--- src/rtl/shift_issue_ctrl.sv ---
// Command FIFO and iteration controller feeding a 32-bit combinational barrel shifter.
// Optional zero-result flag output enabled by defining SHIFT_CTRL_ZFLAG_EN.
module shift_issue_ctrl #(
  parameter int DEPTH = 4,
  parameter int REPW  = 4
) (
  input  logic            clk,
  input  logic            rst_n,
  input  logic            in_valid,
  output logic            in_ready,
  input  logic [31:0]     in_data,
  input  logic [4:0]      in_amt,
  input  logic            in_dir,
  input  logic [REPW-1:0] in_reps,
  output logic [31:0]     sh_a,
  output logic [4:0]      sh_amt,
  output logic            sh_dir,
  input  logic [31:0]     sh_y,
  output logic            out_valid,
  input  logic            out_ready,
  output logic [31:0]     out_data,
`ifdef SHIFT_CTRL_ZFLAG_EN
  output logic            out_zero,
`endif
  output logic            busy
);

  localparam int AW = $clog2(DEPTH);
  localparam int CW = AW + 1;

  localparam logic [1:0] IDLE  = 2'd0;
  localparam logic [1:0] SHIFT = 2'd1;
  localparam logic [1:0] DONE  = 2'd2;

  logic [31:0]     fifo_data [DEPTH];
  logic [4:0]      fifo_amt  [DEPTH];
  logic            fifo_dir  [DEPTH];
  logic [REPW-1:0] fifo_reps [DEPTH];

  logic [AW-1:0]   wr_ptr;
  logic [AW-1:0]   rd_ptr;
  logic [CW-1:0]   count;
  logic            full;
  logic            empty;
  logic            push;
  logic            pop;

  logic [1:0]      state;
  logic [31:0]     work_data;
  logic [4:0]      work_amt;
  logic            work_dir;
  logic [REPW-1:0] remaining;

  assign full     = (count == CW'(DEPTH));
  assign empty    = (count == '0);
  assign in_ready = !full;
  // A full FIFO refuses the push even when the controller pops on the same edge.
  assign push     = in_valid && !full;
  assign pop      = (state == IDLE) && !empty;

  // NOTE: FIFO storage has no reset; count alone decides which entries are live,
  // so stale contents are never observed and the array can map to plain RAM.
  always_ff @(posedge clk) begin
    if (push) begin
      fifo_data[wr_ptr] <= in_data;
      fifo_amt[wr_ptr]  <= in_amt;
      fifo_dir[wr_ptr]  <= in_dir;
      fifo_reps[wr_ptr] <= in_reps;
    end
  end

  // NOTE: sequential state uses non-blocking assignments so every register
  // samples pre-edge values regardless of statement order.
  always_ff @(posedge clk or negedge rst_n) begin
    if (!rst_n) begin
      wr_ptr <= '0;
      rd_ptr <= '0;
      count  <= '0;
    end else begin
      if (push) wr_ptr <= wr_ptr + 1'b1;
      if (pop)  rd_ptr <= rd_ptr + 1'b1;
      case ({push, pop})
        2'b10:   count <= count + 1'b1;
        2'b01:   count <= count - 1'b1;
        default: count <= count;
      endcase
    end
  end

  always_ff @(posedge clk or negedge rst_n) begin
    if (!rst_n) begin
      state     <= IDLE;
      work_data <= '0;
      work_amt  <= '0;
      work_dir  <= 1'b0;
      remaining <= '0;
`ifdef SHIFT_CTRL_ZFLAG_EN
      out_zero  <= 1'b0;
`endif
    end else begin
      case (state)
        IDLE: begin
          if (!empty) begin
            work_data <= fifo_data[rd_ptr];
            work_amt  <= fifo_amt[rd_ptr];
            work_dir  <= fifo_dir[rd_ptr];
            remaining <= fifo_reps[rd_ptr];
            state     <= (fifo_reps[rd_ptr] == '0) ? DONE : SHIFT;
`ifdef SHIFT_CTRL_ZFLAG_EN
            out_zero  <= (fifo_data[rd_ptr] == '0);
`endif
          end
        end
        SHIFT: begin
          work_data <= sh_y;
          remaining <= remaining - 1'b1;
          if (remaining == REPW'(1)) state <= DONE;
`ifdef SHIFT_CTRL_ZFLAG_EN
          out_zero  <= (sh_y == '0);
`endif
        end
        DONE: begin
          if (out_ready) state <= IDLE;
        end
        default: state <= IDLE;
      endcase
    end
  end

  assign sh_a      = work_data;
  assign sh_amt    = work_amt;
  assign sh_dir    = work_dir;
  assign out_valid = (state == DONE);
  assign out_data  = work_data;
  assign busy      = (state != IDLE) || !empty;

endmodule

--- config.mk ---
export PLATFORM = sky130hd
export DESIGN_NAME = shift_issue_ctrl
export DESIGN_NICKNAME = d
export VERILOG_FILES = /design/src/rtl/shift_issue_ctrl.sv
export SDC_FILE = /design/constraint.sdc
export NUM_CORES = 1
export LEC_CHECK = 0
export ABC_AREA = 1
export BUFFER_PORTS_ARGS = -buffer_cell sky130_fd_sc_hd__buf_2
export CAP_MARGIN = 0
export CORE_MARGIN = 8
export CORE_UTILIZATION = 35
export DETAILED_ROUTE_END_ITERATION = 7
export HOLD_SLACK_MARGIN = 0.02
export PLACE_DENSITY = 0.56
export SLEW_MARGIN = 10
export SYNTH_ARGS = -nofsm -noshare
export SYNTH_HDL_FRONTEND = slang
export SYNTH_SLANG_ARGS = --single-unit
--- constraint.sdc ---
create_clock -name clk -period 8.4 [get_ports clk]
set_input_delay 1.68 -clock clk [delete_from_list [all_inputs] [get_ports clk]]
set_output_delay 1.68 -clock clk [all_outputs]
set_load 0.01 [all_outputs]
==> results.ini <==
[final_layout]
design_area_mm2=0.0105
finalNonFillerCells=1226
layout-drive-gt1-share_pct=23.0
final_common_cell=edfxtp_1
area_growth_pct=17.0
antenna_cells=0
mostFrequentLayoutCells=168 x edfxtp_1, 165 x nor2_1, 150 x buf_2
nNetsFinal=964
utilization_pct=41.8

[sta]
min_period_ns=3.15
drv_slew=0
fmax_mhz=318
finalSetupTns_ns=0
finalHoldViolations=0
worst_clock_skew_ns=0.0104
rsz0062_at_grt=no
max_slew_margin_pct=38.1
setup_viol=0
post-route-period-util_pct=37.5
worst_slew_pin_slew_ns=0.928

[routing]
dr.first_iter.drc_count=395
routed_wirelength_mm=20.4
drc=0
ant_nets=0
firstDrtPassIters=5
via_per_inst=4.70
vias=5767
wl_per_cell_um=16.6

[yosys]
synth.net_count=853
synth.largest_area_cell=edfxtp_1
synth_enable_flop_cells=168
synth_seq_cells=219
async_reset_ff_share_pct=23.3
synthFlopType=edfxtp_1
yosysTopAreaCellShare_pct=56.1
syn_inst=767
synthDistinctLibCells=28
synth_area_leaders=edfxtp_1 56%, dfrtp_1 14%, o21ai_0 7.3%
ys_warn_count=0
syn_avg_cell_area_um2=11.7
syn-cell-area_mm2=0.00899
synth_seq_area_share_pct=70.3

[clocking]
clk_latency_ns=0.51
root_buffer=clkbuf_16
clock-sinks=219
h-tree-depth=1
cts_tree=done
post-cts-setup-buffers=0
clk_pin_slew_ns=0.06
cts_resized=0
cts_buffers=25
holdBufCountCts=0
clk_path_buf_depth=3

[critical_path]
critical_path_required_ns=6.72
cp_max_fo=4
crit_chain=nor2_4 -> nand4_1 -> buf_2
reg2regPathDepth=6
path_delay_family=flip-flops
rrSetupSlack_ns=5.92
crit_slowest_cell=dfrtp_1
crit_path_start_kind=flop
cp-end-kind=output pin
crit_type=flop to output pin
r2r-end=remaining[1]$_DFFE_PN0P_
worst-path-buf-inv=1
rr_startpoint=state[1]$_DFFE_PN0P_
cp_slowest_stage_delay_ns=0.43
arrival_ns=1.47

[flow_run]
cap_violations=0

[global_route]
grt_max_degree=86
grt_use_total_pct=12.9
grt_pass1_wl_mm=32.2
grt_overflow=0
antenna_found_initial=2
first_global_vias=5866

[pwr]
ir_drop_v=0.000189
power_density_mw_per_mm2=392
leakagePower_nw=4.06
total_power_mw=4.12

[die]
core-area_mm2=0.0252
die_w_um=176
io_pins=151
initial_utilization_pct=35.7
die_y_um=176
fp-row-count=58
dieArea_mm2=0.0311

[placed_design]
place_area_mm2=0.00977
hpwl_mm=12.3
gp_congestion=0.695
dp_cells=1181
io_buffers=150

[min_path]
hold_depth=2
hp-start=remaining[1]$_DFFE_PN0P_
hp-class=flop to flop
holdPathEnd=remaining[1]$_DFFE_PN0P_

[run_status]
status=finished, final reports clean

[area by class of cell]
class                           instances  area [um2]
Clock buffer                           40         732
Clock inverter                          5        25.0
Fill cell                            2411       14700
Inverter                               21        81.3
Multi-Input combinational cell        454        2140
Sequential cell                       219        6320
Tap cell                              330         413
Timing Repair Buffer                  157         803
[kinds of logic (layout without fill, tap and decap cells)]
| family | count (synthesis) | count (layout) | share of synthesized area [%] |
|---|---|---|---|
| adder cells (fa/ha/maj) | 8 | 8 | 1.20 |
| XOR/XNOR | 4 | 4 | 0.390 |
| AND/OR/NAND/NOR | 252 | 252 | 11.0 |
| flip-flops | 219 | 219 | 70.3 |
| AO/OA/AOI/OAI | 190 | 190 | 10.9 |
| buffers and inverters | 94 | 223 | 6.22 |
[tightest hold or removal path, delay by kind of cell (launching register included)]
family | cells | cell delay [ns]
AOI/OAI and AO/OA | 1 | 0.06
DFF | 1 | 0.34
and+or+nand+nor | 1 | 0.06
[state kept, by name, indices dropped and copies added (netlist names)]
register   count
out_data      32
sh_dir         1
count          3
state          2
fifo_amt      20
wr_ptr         2
fifo_data    128
sh_amt         5
remaining      4
fifo_reps     16
rd_ptr         2
fifo_dir       4
[how the worst max path moves through the flow]
stage                         start                       end  slack (ns)  cells past startpoint
6_report       state[0]$_DFFE_PN0P_                      busy        5.25                      3
2_1_floorplan              in_valid  fifo_amt[0][0]$_DFFE_PP_        4.33                      2
5_1_grt        state[0]$_DFFE_PN0P_                      busy        5.17                      3
3_5_place_dp               in_valid      count[2]$_DFFE_PN0P_        5.00                      7
3_3_place_gp               in_valid      count[2]$_DFFE_PN0P_        5.03                      7
4_1_cts        state[0]$_DFFE_PN0P_                      busy        5.25                      3
[synthesized netlist by cell type, types with 2 or more instances]
cell type  instances
buf_6              4
nand2_1           62
buf_2             25
nor2_1           169
o211ai_1           2
inv_1             17
nand3_1           15
inv_2              3
nand2_4            2
o21ai_1           43
buf_4             38
a31oi_1            6
ha_1               7
dfrtp_1           51
o21ai_0          131
xor2_1             3
clkbuf_1           6
edfxtp_1         168
o221ai_1           3
a21oi_1            4
[per-layer routing]
metal	vias up	global-route usage [%]	part of all wire, %
met1	2717	15.7	41
met4	4	3.25	1.7
li1	2853	-	-
met3	30	3.10	7.5
met2	163	22.7	49
met5	-	0	0.11
[report_power, final]
part / leakage [nW] / switching, mW / internal [mW]
clock: 0.375 / 0.401 / 0.592
sequential: 2.14 / 0.125 / 1.49
combinational: 1.54 / 1.03 / 0.488
[per-stage QoR]
| stage | hold slack [ns] | setup WS (ns) |
|---|---|---|
| final | 0.495 | 5.25 |
| after global routing | 0.517 | 5.17 |
| after CTS | 0.492 | 5.25 |
| after detailed placement | 0.478 | 5.00 |
| after global placement | 0.481 | 5.03 |
| after floorplan | 0.459 | 4.33 |
Power figures use the tool's default switching activity.
